<file path="src/rtl/if_layer_scheduler.sv">
// Time-multiplexed integrate-and-fire layer: one shared accumulator walks every neuron
// per timestep, fetching the weights of active inputs from an external weight memory.
module if_layer_scheduler #(
    parameter int NUM_INPUTS  = 4,
    parameter int NUM_NEURONS = 8,
    parameter int WEIGHT_W    = 8,
    parameter int POT_W       = 16,
    parameter int THRESHOLD   = 10,
    parameter int RESET_POT   = 0,
    parameter int ADDR_W      = $clog2(NUM_NEURONS*NUM_INPUTS),
    localparam int NW         = (NUM_NEURONS > 1) ? $clog2(NUM_NEURONS) : 1,
    localparam int IW         = (NUM_INPUTS > 1) ? $clog2(NUM_INPUTS) : 1
) (
    input  logic                   clk,
    input  logic                   rst_n,
    input  logic                   start,
    input  logic [NUM_INPUTS-1:0]  spike_in,
    input  logic                   clear_pot,
    output logic                   weight_rd,
    output logic [ADDR_W-1:0]      weight_addr,
    input  logic [WEIGHT_W-1:0]    weight_data,
    output logic                   busy,
    output logic                   done,
    output logic [NUM_NEURONS-1:0] spike_out,
    input  logic [NW-1:0]          pot_idx,
    output logic [POT_W-1:0]       pot_data
);

    localparam int SW = ((POT_W > WEIGHT_W) ? POT_W : WEIGHT_W) + 1;
    localparam logic [POT_W-1:0] RST_P = POT_W'(RESET_POT);
    localparam int unsigned THR = THRESHOLD;

    typedef enum logic [2:0] {S_IDLE, S_READ, S_LAST, S_UPDATE, S_DONE} state_t;

    state_t                 state;
    logic [NUM_INPUTS-1:0]  frame_q;
    logic [NW-1:0]          n;
    logic [IW-1:0]          i;
    logic [NUM_NEURONS-1:0] spk_q;
    logic                   rd_q;
    logic [POT_W-1:0]       acc;
    logic [POT_W-1:0]       pot [NUM_NEURONS];
    logic [SW-1:0]          sum;
    logic [POT_W-1:0]       acc_sat;
    logic                   fire;

    // Sum is widened by one bit so an overflow clamps instead of wrapping.
    always_comb begin
        sum     = SW'(acc) + SW'(weight_data);
        acc_sat = (sum > SW'({POT_W{1'b1}})) ? {POT_W{1'b1}} : sum[POT_W-1:0];
        fire    = 32'(acc) >= THR;
    end

    assign pot_data = pot[pot_idx];

    function automatic logic [ADDR_W-1:0] addr_of(input int nn, input int ii);
        return ADDR_W'(nn * NUM_INPUTS + ii);
    endfunction

    always_ff @(posedge clk or negedge rst_n) begin
        if (!rst_n) begin
            state       <= S_IDLE;
            frame_q     <= '0;
            n           <= '0;
            i           <= '0;
            spk_q       <= '0;
            rd_q        <= 1'b0;
            acc         <= '0;
            weight_rd   <= 1'b0;
            weight_addr <= '0;
            busy        <= 1'b0;
            done        <= 1'b0;
            spike_out   <= '0;
            for (int k = 0; k < NUM_NEURONS; k++) pot[k] <= RST_P;
        end else begin
            done <= 1'b0;
            rd_q <= weight_rd;
            case (state)
                S_IDLE: begin
                    if (start) begin
                        frame_q     <= spike_in;
                        n           <= '0;
                        i           <= '0;
                        spk_q       <= '0;
                        busy        <= 1'b1;
                        weight_rd   <= spike_in[0];
                        weight_addr <= '0;
                        state       <= S_READ;
                    end else if (clear_pot) begin
                        for (int k = 0; k < NUM_NEURONS; k++) pot[k] <= RST_P;
                    end
                end
                S_READ: begin
                    // Data lands one cycle after its strobe, so the first READ cycle only seeds acc.
                    if (i == '0) acc <= pot[n];
                    else if (rd_q) acc <= acc_sat;
                    if (i == IW'(NUM_INPUTS-1)) begin
                        weight_rd <= 1'b0;
                        state     <= S_LAST;
                    end else begin
                        i           <= i + IW'(1);
                        weight_rd   <= frame_q[i + IW'(1)];
                        weight_addr <= addr_of(int'(n), int'(i) + 1);
                    end
                end
                S_LAST: begin
                    if (rd_q) acc <= acc_sat;
                    state <= S_UPDATE;
                end
                S_UPDATE: begin
                    pot[n]   <= fire ? RST_P : acc;
                    spk_q[n] <= fire;
                    if (n == NW'(NUM_NEURONS-1)) begin
                        state <= S_DONE;
                    end else begin
                        n           <= n + NW'(1);
                        i           <= '0;
                        weight_rd   <= frame_q[0];
                        weight_addr <= addr_of(int'(n) + 1, 0);
                        state       <= S_READ;
                    end
                end
                S_DONE: begin
                    done      <= 1'b1;
                    busy      <= 1'b0;
                    spike_out <= spk_q;
                    state     <= S_IDLE;
                end
                default: state <= S_IDLE;
            endcase
        end
    end

endmodule

</file>
<file path="config.mk">
export PLATFORM = sky130hd
export DESIGN_NAME = if_layer_scheduler
export DESIGN_NICKNAME = d
export VERILOG_FILES = /design/src/rtl/if_layer_scheduler.sv
export SDC_FILE = /design/constraint.sdc
export NUM_CORES = 1
export LEC_CHECK = 0
export CAP_MARGIN = 10
export CORE_UTILIZATION = 30
export DETAILED_ROUTE_END_ITERATION = 10
export PLACE_DENSITY = 0.5
export SETUP_SLACK_MARGIN = 0.3
export SLEW_MARGIN = 30
export SYNTH_ARGS = -nofsm -noshare
export SYNTH_HDL_FRONTEND = slang
export SYNTH_SLANG_ARGS = --single-unit
</file>
<file path="constraint.sdc">
create_clock -name clk -period 5.3 [get_ports clk]
set_input_delay 0.795 -clock clk [delete_from_list [all_inputs] [get_ports clk]]
set_output_delay 0.795 -clock clk [all_outputs]
set_load 0.01 [all_outputs]
</file>
==> metrics.csv, run 1 <==
stage,metric,value,unit
run_status,status,completed,
clock_tree,cts_made_buffers,17,
global_routing,grt_pass1_vias,6939,
drt,dr.pass1.iters,5,
drt,wl_per_cell,22.22,um
cells_and_area,area_delta_synth_final,16.58,%
placement,port_buffers,50,
cells_and_area,finish.instance_area,10790,um2
placement,dpl.hpwl,17.92,mm
die,rows,63,
synthesis,synth_edf_count,0,
run,drv_cap,0,
cells_and_area,final_util,35.94,%
setup_path,start_kind,input pin,
clock_tree,hold_buffers,0,
setup_path,worst-r2r-cell-count,5,
clock_tree,h-tree-depth,4,
synthesis,synth-main-ff-cell,dfrtp_1,
sta,tightest_slew,1.105,ns
placement,gp_congestion,0.8270,
synthesis,synth_cell_types,69,
synthesis,async_flop_share,100.0,%
drt,drt-initial-drc-count,552,
drt,ant_nets,0,
global_routing,antenna_found_initial,0,
power_and_ir_drop,peakVddDrop,0.0002557,V
setup_path,critPathKind,in -> out,
setup_path,worst_ep_arrival_time,2.87,ns
global_routing,grt_usage,18.48,%
setup_path,endpoint_kind,primary output,
sta,setup_viol,0,
synthesis,synthTopCellsByArea,"dfrtp_1, mux4_2, and2_1",
setup_path,cp_slowest_cell,clkdlybuf4s50_1,
synthesis,synth-seq-cells,181,
synthesis,ys_seq_area_share,48.92,%
drt,totalWireLength,27.55,mm
clock_tree,worstSkewPairLatency,0.44,ns
synthesis,syn-cell-area,9259,um2
sta,slew_headroom,25.74,%
die,die_area,31570,um2
setup_path,cp.required,4.51,ns
clock_tree,clk_pin_slew_worst_paths,0.07,ns
global_routing,grt_max_degree,119,
worst_hold_path,hold_class,in -> async,
drt,vias,6626,
die,start_util,30.83,%
global_routing,grt_overflow,0,
cells_and_area,insertedDiodeCount,0,
die,die_w,177.7,um
clock_tree,clock-sinks,181,
drt,route.detailed.drc,0,
setup_path,cp_max_fo,32,
clock_tree,cts-root-buf,clkbuf_16,
cells_and_area,finish.net_count,871,
die,fp.dieH,177.7,um
setup_path,critPathBufInv,3,
die,fp.coreArea,30030,um2
drt,viasPerCell,5.344,
clock_tree,cts_tree,yes,
synthesis,synth_cells,802,
setup_path,worstPathCellList,"clkdlybuf4s50_1, buf_4, mux4_2, mux2_2, clkdlybuf4s50_1",
sta,rsz0062_at_grt,no,
cells_and_area,layout_commonest_cell,dfrtp_1,
global_routing,grt_use_met1,25.03,%
synthesis,synth_nets,834,
power_and_ir_drop,total_power,5.141,mW
sta,final.period_utilization,69.24,%
sta,tns,0,ns
sta,final_hold_viol_count,0,
global_routing,grt_pass1_wl,42.91,mm
synthesis,post-synth-top-area-cell,dfrtp_1,
setup_path,crit_cells,5,
setup_path,cp_top_family,buffers and inverters,
global_routing,grt_use_met3,3.513,%
die,io-pin-count,51,
cells_and_area,drive_gt1_share,17.41,%
synthesis,synth_top_cell_area_share,48.92,%
clock_tree,cts_resized,0,
synthesis,synth.avg_cell_area,11.54,um2
sta,fmax,272.5,MHz
placement,placed_area,10170,um2
sta,period_needed,3.670,ns
sta,finalHoldWorstSlack,0.3408,ns
sta,maxSlewViolCount,0,
power_and_ir_drop,p_leak,4.621,nW
global_routing,grtUsageMet2,29.75,%
synthesis,yosysWarnings,0,
cells_and_area,final_cell_mix,"dfrtp_1, and2_1, nand2_1, clkdlybuf4s50_1, o21ai_0",
sta,fin_skew,0.01413,ns
global_routing,gr-max-usage-layer,met2,
clock_tree,clock_path_buffers,2,
clock_tree,postCtsSetupBuffers,0,
setup_path,max_stage_delay,0.48,ns
power_and_ir_drop,p_per_area,476.3,nW/um2
setup_path,crit_top_cell,clkdlybuf4s50_1,
[worst reg2reg max path, stage by stage, from the launching register on]
cell and delay [ns]:
dfrtp_2 0.96, nor2b_1 0.22, buf_4 0.25, nor2b_1 0.72, o21ai_4 0.35, and2_1 0.30
[sequential cells by signal, indices dropped and copies added, names as in the netlist, 2 cells and up]
register and count:
weight_addr 5, spk_q 8, i 2, n 3
pot 128, state 3, spike_out 8, frame_q 4
acc 16
[routing by layer]
metal / wire, um / vias up
met4: 619 / 0
met3: 1186 / 37
li1: - / 3012
met5: 0 / -
met1: 12490 / 3410
met2: 13250 / 167
[cell usage after synthesis, types with 4 or more instances]
cell,count
a211oi_1,4
a21o_1,7
a21oi_1,35
a221o_1,4
a221oi_1,13
a22o_1,13
a22oi_1,8
a311oi_1,4
and2_1,101
and3_1,8
buf_2,14
buf_4,6
buf_6,4
clkbuf_1,18
dfrtp_1,181
ha_1,12
inv_1,12
mux2_2,42
mux2i_1,17
mux4_2,37
nand2_1,58
nand2b_1,8
nand3_1,9
nor2_1,35
nor2b_1,7
nor3_1,8
nor4_1,4
o211ai_1,5
o21a_1,6
o21ai_0,46
o21ai_1,9
o22ai_1,6
o31ai_1,4
xnor2_1,4
xor2_1,5
[final timing paths]
kind / start / end / slack, ns
min in group clk: weight_rd$_DFFE_PN0P_ / rd_q$_DFF_PN0_ / 0.40
max in group asynchronous: rst_n / pot[57]$_DFFE_PN0P_ / 3.82
worst max-delay path: pot_idx[1] / pot_data[12] / 1.63
worst min register to register: weight_rd$_DFFE_PN0P_ / rd_q$_DFF_PN0_ / 0.40
worst max register to register: n[2]$_DFFE_PN0P_ / pot[61]$_DFFE_PN0P_ / 2.38
worst min-delay path: rst_n / busy$_DFFE_PN0P_ / 0.34
[stage by stage]
| stage | setup WS (ns) | std cells |
|---|---|---|
| 6_report | 1.630 | 1240 |
| 5_1_grt | 1.599 | 1240 |
| 4_1_cts | 1.627 | 1240 |
| 3_5_place_dp | 1.629 | 1210 |
| 3_3_place_gp | 1.660 | 1210 |
| 2_1_floorplan | 2.380 | 802 |
[report_power, final]
part	leakage [nW]	switching (mW)	internal (mW)
registers	2.46	0.264	1.54
clock network	0.282	0.583	0.748
logic	1.88	1.31	0.697
[cells by family (layout without fill, tap and decap cells)]
group	Yosys count	count (layout)	synth area share, %
flip-flops	181	181	48.92
XOR/XNOR	9	9	0.8513
multiplexers	96	96	15.95
buffers and inverters	56	104	3.027
AND/OR/NAND/NOR	259	259	15.28
AO/OA/AOI/OAI	188	188	14.14
adder cells (fa/ha/maj)	13	13	1.838
[final cells by class]
| class | instances | area, um2 |
|---|---|---|
| clock buffer | 18 | 429.2 |
| clock inverter | 12 | 167.7 |
| fill | 2938 | 19240 |
| inverter | 13 | 48.80 |
| multi-input combinational | 565 | 4533 |
| sequential | 181 | 4533 |
| tap | 390 | 488.0 |
| timing repair buffer | 61 | 594.3 |
No activity file was read; power rests on OpenSTA's default activity.
==> inputs of run 2 (changes only) <==
Settings changed: PLACE_DENSITY 0.5 to 0.51.
Clock period 5.3 ns to 3.05 ns, I/O delays scaled along.
==> run 2 against run 1 <==
Against the previous run: the run now ends with negative hold slack left; clock skew is 0.0022 ns lower; worst setup slack worse by 1.3 ns; clock-buffer cell count did not move; sequential power rose by 71%; largest cell class unchanged.
==> metrics.csv, run 2 (synthesis gave the netlist of run 1 again) <==
stage,metric,value,unit
clock_tree,clk_pin_slew_worst_paths,0.08,ns
placement,gp_congestion,0.8413,
die,fp.dieH,177.7,um
setup_path,critPathBufInv,3,
cells_and_area,area_delta_synth_final,19.07,%
global_routing,antenna_found_initial,0,
setup_path,cp_top_family,buffers and inverters,
setup_path,cp_max_fo,15,
clock_tree,cts_made_buffers,17,
die,io-pin-count,51,
setup_path,critPathKind,in -> out,
drt,dr.pass1.iters,5,
cells_and_area,insertedDiodeCount,0,
power_and_ir_drop,pwr-share-clk,24.3,%
cells_and_area,drive_gt1_share,19.59,%
global_routing,gr-max-usage-layer,met2,
placement,dp.cells,1237,
sta,final.period_utilization,88.01,%
power_and_ir_drop,swShare,42.50,%
cells_and_area,fin_cells,1273,
sta,final_hold_viol_count,14,
sta,fin_skew,0.01189,ns
drt,wl_per_cell,22.12,um
cells_and_area,finish.net_count,902,
global_routing,grt_use_met1,26.20,%
sta,tns,0,ns
power_and_ir_drop,internal-power,5.189,mW
placement,port_buffers,50,
power_and_ir_drop,peakVddDrop,0.0004101,V
sta,setup_viol,0,
sta,fmax,372.5,MHz
clock_tree,worstSkewPairLatency,0.45,ns
drt,totalWireLength,28.15,mm
sta,rsz0062_at_grt,yes,
run,drv_cap,0,
placement,dpl.hpwl,19.00,mm
setup_path,start_kind,input pin,
drt,vias,6807,
cells_and_area,final_cell_mix,"dfrtp_1, and2_1, nand2_1, clkdlybuf4s50_1, o21ai_0",
die,die_w,177.7,um
run_status,status,finished with violations,
cells_and_area,largest-register,pot,
sta,tightest_slew,0.7828,ns
global_routing,grt_usage,18.61,%
cells_and_area,final_util,36.71,%
sta,slew_headroom,47.47,%
global_routing,grt_pass1_wl,43.49,mm
clock_tree,cts_tree,yes,
die,fp.coreArea,30030,um2
clock_tree,hold_buffers,0,
clock_tree,clock_path_buffers,2,
global_routing,grt_max_degree,64,
clock_tree,clock-sinks,181,
global_routing,grt_overflow,0,
sta,finalHoldWorstSlack,-0.02295,ns
setup_path,endpoint_kind,primary output,
setup_path,max_stage_delay,0.53,ns
drt,ant_nets,0,
die,start_util,30.83,%
setup_path,worstPathCellList,"buf_2, buf_12, mux4_2, mux2_2, clkdlybuf4s50_1",
cells_and_area,layout_commonest_cell,dfrtp_1,
power_and_ir_drop,total_power,9.024,mW
sta,period_needed,2.684,ns
clock_tree,h-tree-depth,4,
run_status,violations,negative hold slack,
power_and_ir_drop,p_per_area,818.6,nW/um2
die,rows,63,
worst_hold_path,hold_class,in -> async,
power_and_ir_drop,p_leak,4.801,nW
global_routing,grt_pass1_vias,6926,
global_routing,grt_use_met3,2.978,%
drt,route.detailed.drc,0,
setup_path,worst_ep_arrival_time,2.23,ns
die,die_area,31570,um2
cells_and_area,reg.largest.list,"pot x128, acc x16",
setup_path,cp_slowest_cell,mux4_2,
drt,drt-initial-drc-count,641,
power_and_ir_drop,seq_power_share,34.2,%
setup_path,cp.required,2.59,ns
power_and_ir_drop,p_sw,3.835,mW
clock_tree,cts-root-buf,clkbuf_16,
global_routing,grtUsageMet2,28.89,%
power_and_ir_drop,p_comb_share,41.5,%
drt,viasPerCell,5.347,
cells_and_area,largest_reg_flops,128,
sta,maxSlewViolCount,0,
[run 2: final timing paths]
check,from,cells after the start,to,slack (ns)
setup / recovery,pot_idx[0],5,pot_data[5],0.37
hold / removal,rst_n,1,busy$_DFFE_PN0P_,-0.02
setup reg to reg,acc[0]$_DFFE_PN0N_,10,acc[11]$_DFFE_PN0N_,0.43
hold reg to reg,weight_rd$_DFFE_PN0P_,0,rd_q$_DFF_PN0_,0.42
max in group asynchronous,rst_n,2,pot[71]$_DFFE_PN0P_,2.26
min in group clk,weight_rd$_DFFE_PN0P_,0,rd_q$_DFF_PN0_,0.42
[run 2: routing by layer]
| layer | share of wire, % | wire length, um | vias up |
|---|---|---|---|
| li1 | - | - | 3080 |
| met1 | 46 | 12910 | 3471 |
| met2 | 47 | 13240 | 215 |
| met3 | 5.0 | 1409 | 41 |
| met4 | 2.1 | 597 | 0 |
| met5 | 0 | 0 | - |
[run 2: cell type report]
class	instances	area (um2)
well taps	390	488.0
multi-input cells	565	4449
flip-flops and latches	181	4533
clock inverters	14	135.1
fillers	2932	19010
repair buffers	92	930.9
inverters	13	48.80
clock buffers	18	439.2
[run 2: what timing repair did]
item,CTS,global route
endpoints found under the setup margin,16,7
setup buffers,0,2
gates resized for setup,1,0
cloned,1,1
pin swaps,0,1
[run 2: worst register-to-register path: cells and delay by family (launching register included)]
| family | cells | cell delay (ns) |
|---|---|---|
| AND/OR/NAND/NOR | 2 | 0.34 |
| AO/OA/AOI/OAI | 4 | 0.88 |
| buffers and inverters | 2 | 0.24 |
| flip-flops | 1 | 0.46 |
| adder cells (fa/ha/maj) | 2 | 0.65 |
[run 2: per-stage QoR]
| step | hold slack [ns] | area (um2) | setup slack, ns |
|---|---|---|---|
| 6_report | -0.02295 | 11020 | 0.3656 |
| 5_1_grt | 0.01608 | 11020 | 0.2990 |
| 4_1_cts | 0.01231 | 10980 | 0.3164 |
| 3_5_place_dp | 0.4033 | 10380 | 0.02839 |
| 3_3_place_gp | 0.3935 | 10380 | 0.08360 |
| 2_1_floorplan | 0.1619 | 9259 | 0.7985 |
[run 2: power groups by stage]
stage          Combinational, mW  Clock (mW)  Sequential, mW
2_1_floorplan               2.40           0            2.91
3_3_place_gp                3.69           0            3.13
3_5_place_dp                3.70           0            3.13
4_1_cts                     3.72        2.24            3.08
5_1_grt                     4.02        2.35            3.13
6_report                    3.74        2.19            3.09
==> inputs of run 3 (changes only) <==
Settings changed: CORE_UTILIZATION 30 to 45, CTS_CLUSTER_DIAMETER set to 100, PLACE_DENSITY 0.51 to 0.69.
==> run 3 against run 2 <==
Against the previous run: the flow now finishes without violations; clock-buffer cell count up 3; global-route usage grew 6.6 points; flip-flop and latch count is the same; clock power decreased by 4%; largest cell class unchanged.
==> metrics.csv, run 3 (synthesis gave the netlist of run 1 again) <==
stage,metric,value,unit
run_status,status,completed,
cells_and_area,fill_cells,1728,
power_and_ir_drop,peakVddDrop,0.0004254,V
setup_path,cp.required,2.59,ns
die,start_util,45.76,%
cells_and_area,area_delta_synth_final,16.30,%
die,fp.coreArea,20230,um2
power_and_ir_drop,p_leak,4.741,nW
setup_path,cp_top_family,buffers and inverters,
die,rows,52,
setup_path,endpoint_kind,primary output,
setup_path,worst-r2r-cell-count,9,
sta,fmax,377.2,MHz
sta,setup_viol,0,
clock_tree,cts-root-buf,clkbuf_16,
sta,worst_slack,0.3988,ns
die,die_area,21150,um2
cells_and_area,largest-register,pot,
sta,final_hold_viol_count,0,
setup_path,worst_ep_arrival_time,2.19,ns
cells_and_area,finish.net_count,895,
power_and_ir_drop,p_per_area,811.5,nW/um2
cells_and_area,drive_gt1_share,18.84,%
drt,drt-initial-drc-count,650,
clock_tree,hold_buffers,0,
setup_path,crit_cells,5,
drt,viasPerCell,6.007,
setup_path,start_kind,input pin,
setup_path,cp_slowest_cell,clkdlybuf4s50_1,
clock_tree,h-tree-depth,4,
drt,dr.pass1.iters,5,
cells_and_area,largest_reg_flops,128,
die,fp.dieH,145.4,um
die,die_w,145.4,um
global_routing,antenna_found_initial,0,
setup_path,critPathBufInv,3,
cells_and_area,layout_commonest_cell,dfrtp_1,
clock_tree,cts_made_buffers,17,
setup_path,r2r-end,acc[11]$_DFFE_PN0N_,
setup_path,r2r-start,acc[0]$_DFFE_PN0N_,
global_routing,grt_pass1_wl,40.85,mm
global_routing,grt_max_degree,68,
sta,tightest_slew,0.7496,ns
setup_path,worstPathCellList,"clkdlybuf4s15_1, bufbuf_16, mux4_2, mux2_2, clkdlybuf4s50_1",
drt,vias,6884,
worst_hold_path,hold_class,in -> async,
global_routing,grt_overflow,0,
clock_tree,worstSkewPairLatency,0.44,ns
clock_tree,clock_path_buffers,2,
setup_path,critPathKind,in -> out,
global_routing,grt_usage,25.25,%
clock_tree,cts_tree,yes,
die,io-pin-count,51,
sta,period_needed,2.651,ns
cells_and_area,insertedDiodeCount,0,
placement,dp.cells,1111,
setup_path,cp_max_fo,16,
cells_and_area,final_cell_mix,"dfrtp_1, and2_1, nand2_1, clkdlybuf4s50_1, o21ai_0",
setup_path,max_stage_delay,0.48,ns
sta,slew_headroom,49.84,%
sta,final.period_utilization,86.93,%
clock_tree,clock-sinks,181,
cells_and_area,reg.largest.list,"pot x128, acc x16",
global_routing,grt_pass1_vias,6893,
setup_path,r2r_slack,0.48,ns
placement,place_ws,0.01353,ns
placement,gp_congestion,0.9157,
sta,tns,0,ns
sta,rsz0062_at_grt,no,
drt,route.detailed.drc,0,
placement,port_buffers,50,
cells_and_area,fin_cells,1146,
clock_tree,clk_pin_slew_worst_paths,0.07,ns
drt,wl_per_cell,22.12,um
run,drv_cap,0,
placement,dpl.hpwl,16.88,mm
sta,fin_skew,0.007943,ns
drt,totalWireLength,25.35,mm
sta,maxSlewViolCount,0,
drt,ant_nets,0,
## run 3: changes by cell type in the layout (fill, tap and decap cells not counted), moves of 2 or more
cell      delta
buf_4        -4
buf_12       -2
clkbuf_1     +2
inv_8        -3
## run 3: stage by stage
step	hold slack, ns	power, mW	utilization (%)	instance area, um2
global route	0.06611	9.185	53.22	10770
floorplan	0.1619	5.310	-	9259
global placement	0.4354	6.540	50.20	10160
finish	0.02563	8.738	53.22	10770
detailed placement	0.4262	6.580	50.24	10170
CTS	0.04146	8.699	53.12	10750
## run 3: layout make-up
type / instances / area (um2) / share of cell area, %
multi-input combinational: 565 / 4463 / 41.45
clock buffer: 21 / 460.4 / 4.276
timing repair buffer: 85 / 834.6 / 7.750
clock inverter: 11 / 91.34 / 0.8482
inverter: 13 / 48.80 / 0.4532
sequential: 181 / 4532 / 42.09
tap: 270 / 337.8 / 3.137
## run 3: worst max-delay path by stage
stage          slack [ns]            from                   to
2_1_floorplan        0.80  weight_data[0]  acc[14]$_DFFE_PN0N_
6_report             0.40      pot_idx[1]          pot_data[0]
4_1_cts              0.36      pot_idx[1]         pot_data[11]
5_1_grt              0.30      pot_idx[1]          pot_data[0]
3_3_place_gp         0.09  weight_data[0]  acc[11]$_DFFE_PN0N_
3_5_place_dp         0.01  weight_data[0]  acc[11]$_DFFE_PN0N_
## run 3: power breakdown
group / switching, mW / internal, mW
sequential: 0.440 / 2.68
clock: 0.998 / 1.10
combinational: 2.17 / 1.34
total: 3.61 / 5.13
## run 3: worst register-to-register path, stage by stage (launching register included)
cell and delay [ns]:
dfrtp_1 0.45, ha_1 0.25, inv_1 0.07, fa_1 0.42, nor2b_2 0.16, o2111ai_2 0.16
a31oi_4 0.31, a31oi_4 0.23, a221oi_1 0.32, or2_1 0.14
## run 3: per-layer routing
layer  track usage [%]  wire length (um)  up-vias
met5                 0                 0        -
met4             9.579               690        0
met3             4.984              1574       57
met2             37.74             11640      262
met1             36.41             11450     3499
li1                  -                 -     3066
## run 3: what timing repair did
| action | CTS | global route |
|---|---|---|
| gates resized for setup | 1 | 2 |
| endpoints found under the hold margin | 0 | 0 |
| buffers inserted | 0 | 2 |
| pin swaps | 0 | 1 |
| gates cloned | 1 | 0 |
| setup endpoints to repair | 12 | 6 |
==> RTL edit 1 (settings of run 3) <==
Reset style: synchronous (`rst_n`), changed in one clocked block.
--- a/src/rtl/if_layer_scheduler.sv
+++ b/src/rtl/if_layer_scheduler.sv
@@ -58,5 +58,5 @@
     endfunction
 
-    always_ff @(posedge clk or negedge rst_n) begin
+    always_ff @(posedge clk) begin
         if (!rst_n) begin
             state       <= S_IDLE;
Formal check against the unedited RTL: differs if rst_n is asserted again (counterexample within 4 cycles, from zero or initial values and one cycle with rst_n low); with rst_n held inactive, the same outputs for 4 cycles.
==> RTL edit 1 against run 3 <==
Worst hold slack improved by 430 ps. Worst setup slack got worse by 29 ps. Routed wire length decreased by 19%. Area after synthesis decreased by 3.1%. Cell count decreased by 3.6%. Clock skew increased by 1.3 ps. Cell area increased by 0.90%. Sequential cell count increased by 2. Synthesized cell count decreased by 16%. Via count decreased by 12%. Critical endpoint is now pot_data[4].
Power is not compared: it rests on default switching activity, and its combinational part moved more than twofold at a synthesized area within 25%.
==> RTL edit 1: results (changes against run 3) <==
Status
The run finished with clean final reports.

Place
The standard cell area after detailed placement was 0.0102 mm² (+0.64%). The placer congestion estimate was 0.888 (-3.1%). The cell total after placement is 1072 (-3.5%).

The half-perimeter wire length after placement is 13.5 mm (-20%). The post-placement worst setup slack came to -74.7 ps (-88.3 ps).

Logic synthesis
The share of async-settable or async-resettable flops after synthesis is 0% (-100 points). The gate count of the mapped netlist is 674 (-16%). The flip-flop cell with the highest count after synthesis is edfxtp_1. The count of flip-flops with a built-in enable after synthesis was 128 (+128). In the synthesized netlist, the cells that appear most often are 128 x edfxtp_1, 81 x nor2_1, 65 x mux4_2.

GRT
The first-pass GRT wire length is 32.2 mm (-21%). The total routing usage reported by global routing was 21.5% (-3.7 points). The met1 track demand over resource is 29.3% (-7.2 points). The via count of the first global-routing pass is 5808 (-16%). The met2 global-route usage was 34.7% (-3.0 points). The maximum number of pins on one net before global-route repair is 33 (-51%).

The routing usage on met3 is 4.56% (-0.42 points).

Layout
The number of standard cells in the layout, taps in and fillers out was 1105 (-3.6%). The fraction of final layout cells with drive strength greater than 1 is 19.2% (+0.33 points). The final-layout fill cell count came to 1658 (-4.1%).

Detailed routing
The wire length on met1 was 8.95 mm (-22%). The count of routing violations after the opening detailed-route iteration is 609 (-6.3%). The average vias per placed instance was 5.50 (-8.4%). The sum of met2 wire segment lengths after detailed routing was 10.0 mm (-14%). The total length of routed met3 wires is 1.24 mm (-21%).

Timing
The transition at the pin with the smallest max-transition slack came to 715 ps (-34.5 ps).

Min path
The min-delay analysis places its worst path in the category reg2reg.

Setup path
The arrival time of data at the critical path endpoint came to 2220 ps (+30 ps).
RTL edit 1: cell types whose count changed after synthesis, moves of 35 or more:
cell	delta
dfrtp_1	-181
dfxtp_1	+55
nor2_1	+46
o21ai_0	-35
edfxtp_1	+128
and2_1	-98
RTL edit 1: path summary, 6_finish.rpt:
path | slack, ps | cells past startpoint | endpoint | startpoint
setup / recovery | 370 | 5 | pot_data[4] | pot_idx[1]
hold / removal | 450 | 2 | frame_q[2] | frame_q[2]
setup reg to reg | 410 | 9 | acc[4] | acc[0]
hold reg to reg | 450 | 2 | frame_q[2] | frame_q[2]
RTL edit 1: power groups by stage:
stage          clock, W  combinational [W]  sequential (W)
2_1_floorplan         0           0.000443         0.00292
3_3_place_gp          0           0.000676         0.00294
3_5_place_dp          0           0.000679         0.00295
4_1_cts         0.00218           0.000689         0.00290
5_1_grt         0.00228           0.000745         0.00292
6_report        0.00214           0.000690         0.00290
RTL edit 1: worst max-delay path, cell delays in order:
cell             delay, ps
dlygate4sd2_1          330
bufbuf_16              350
mux4_2                 300
mux2_2                 280
clkdlybuf4s50_1        500
RTL edit 1: timing repair:
action | in CTS | in global routing
resized for setup | 1 | 5
pin swaps | 0 | 2
cloned | 1 | 0
setup endpoints to repair | 16 | 7
RTL edit 1: kinds of logic after synthesis:
group,after synthesis,share of synthesized area (%)
buf+inv,49,2.27
mux,107,21.3
other cells,1,0.0418
compound gates,107,8.32
flops,183,55.1
simple gates,205,10.2
xor+xnor,9,0.878
fa+ha+maj,13,1.90
RTL edit 1: final cells by class:
class	count	area, µm²	share of cell area (%)
sequential	183	4950	45.5
multi-input combinational	537	4220	38.8
timing repair buffer	79	762	7.01
clock buffer	20	468	4.31
tap	265	332	3.05
clock inverter	12	105	0.967
inverter	9	33.8	0.311
==> RTL edit 2 (flow settings as in run 3) <==
Without the edit above. The parameter `NUM_NEURONS` goes from 8 to 16.
--- a/src/rtl/if_layer_scheduler.sv
+++ b/src/rtl/if_layer_scheduler.sv
@@ -3,5 +3,5 @@
 module if_layer_scheduler #(
     parameter int NUM_INPUTS  = 4,
-    parameter int NUM_NEURONS = 8,
+    parameter int NUM_NEURONS = 16,
     parameter int WEIGHT_W    = 8,
     parameter int POT_W       = 16,
Interface: changed (resized pot_idx, spike_out and weight_addr); port bits go from 51 to 61. The function was not compared with the original's and may differ.
==> RTL edit 2 against run 3 <==
Total power grew 73%. Sequential cell count grew 146. Largest cell class unchanged. Count of clock-buffer cells in the layout grew 27. Routed wire length grew 70%. Critical path type unchanged. Register-to-register slack gained 70 ps. Cell area grew 75%. Area after synthesis grew 75%. Worst setup slack lost 38 ps.
==> RTL edit 2: results (changes against run 3) <==
Detailed routing
The count of routing violations after the opening detailed-route iteration came to 845 (+30%). The wire length on met1 came to 17.9 mm (+57%). The number of vias after detailed routing is 10900 (+59%). In this run the top signal layer used is met5. The total length of routed met3 wires is 3.80 mm (+140%). The average vias per placed instance is 6.15 (+2.3%). The sum of met2 wire segment lengths after detailed routing came to 20.1 mm (+73%). The total routed wirelength is 43.1 mm (+70%).

Layout
The flip-flop count of the largest register, all copies and words added is 256 (+100%). The number of nets in the layout is 1326 (+48%). More flip-flops sit in one register than any other, and that register is pot. The fraction of final layout cells with drive strength greater than 1 is 23.1% (+4.2 points).

CTS
The number of gates resized after CTS is 13 (+12). The clock latency reported for the late side of the worst-skew pair came to 530 ps (+90 ps). The total clock buffers created by CTS is 36 (+19). The number of buffers inserted by hold repair at cts is 1 (+1). The count of H-tree levels built during CTS came to 2 (-2). The number of buffers between clock root and the deepest sink is 3 (+1).

Place
The half-perimeter wire length after placement is 27.1 mm (+61%). The number of I/O port buffers is 60 (+20%). The placer congestion estimate was 0.879 (-4.1%). The cell total after placement came to 1712 (+54%). The standard cell area after detailed placement came to 0.0175 mm² (+72%).

GRT
The met2 global-route usage is 37.5% (-0.24 points). The number of antenna violations at the first check in global routing is 2 (+2). The total routing usage reported by global routing is 24.4% (-0.81 points). The met1 track demand over resource is 34.1% (-2.3 points). The maximum number of pins on one net before global-route repair was 79 (+16%). The routing usage on met3 was 6.19% (+1.2 points). The first-pass GRT wire length was 66.9 mm (+64%).

Logic synthesis
The register area share after synthesis was 50.6% (+1.7 points). The gate count of the mapped netlist is 1221 (+52%). The fraction of the mapped netlist area in adder cells came to 1.21% (-0.63 points). The count of different cell masters after synthesis is 61 (-12%). The share of cell area taken by muxes after synthesis is 24.0% (+8.1 points). The synthesized-area fraction occupied by ao, oa, aoi and oai cells is 8.25% (-5.9 points).

The xor and xnor fraction of the mapped netlist area is 0.596% (-0.26 points). Counting instances in the post-synthesis netlist gives the leading cell types as 327 x dfrtp_1, 195 x nor2b_1, 151 x mux4_2.

Setup path
The arrival time of data at the critical path endpoint is 2230 ps (+40 ps). The worst-path maximum fanout is 21 (+5).

Min path
The worst hold-check path type is reg2reg.

Power and ir drop
The maximum ir drop on the vdd rail is 0.568 mV (+34%). The portion of total power attributed to combinational logic is 32.7% (-7.5 points). The clock distribution power is 0.00467 W (+120%). The switching power of the nets is 0.00549 W (+52%).

The power drawn by the combinational cells is 0.00494 W (+41%).

Timing
The clock skew after layout is 33.0 ps (+25.1 ps). The normalized max-slew margin is 42.5% (-7.4 points).

Status
The run finished with clean final reports.
RTL edit 2: path summary, 6_finish.rpt:
| check | slack (ps) | endpoint | from | cells after the start |
|---|---|---|---|---|
| max | 360 | pot_data[1] | pot_idx[0] | 5 |
| min | 410 | rd_q | weight_rd | 0 |
| max reg2reg | 550 | acc[1] | acc[5] | 6 |
| min reg2reg | 410 | rd_q | weight_rd | 0 |
| max in group asynchronous | 1680 | acc[4] | rst_n | 3 |
| min in group asynchronous | 520 | pot[83] | rst_n | 2 |
RTL edit 2: worst max-delay path: stages:
cell and delay [ps]:
buf_4 170, buf_12 220, mux4_2 530, mux4_2 510, dlygate4sd2_1 300
RTL edit 2: layout make-up:
class	instances	area (µm²)
Multi-Input combinational cell	741	7310
Tap cell	461	577
Inverter	67	251
Clock buffer	48	1040
Clock inverter	17	241
Antenna cell	1	2.50
Timing Repair Buffer	118	1200
Sequential cell	327	8190
Fill cell	2912	16700
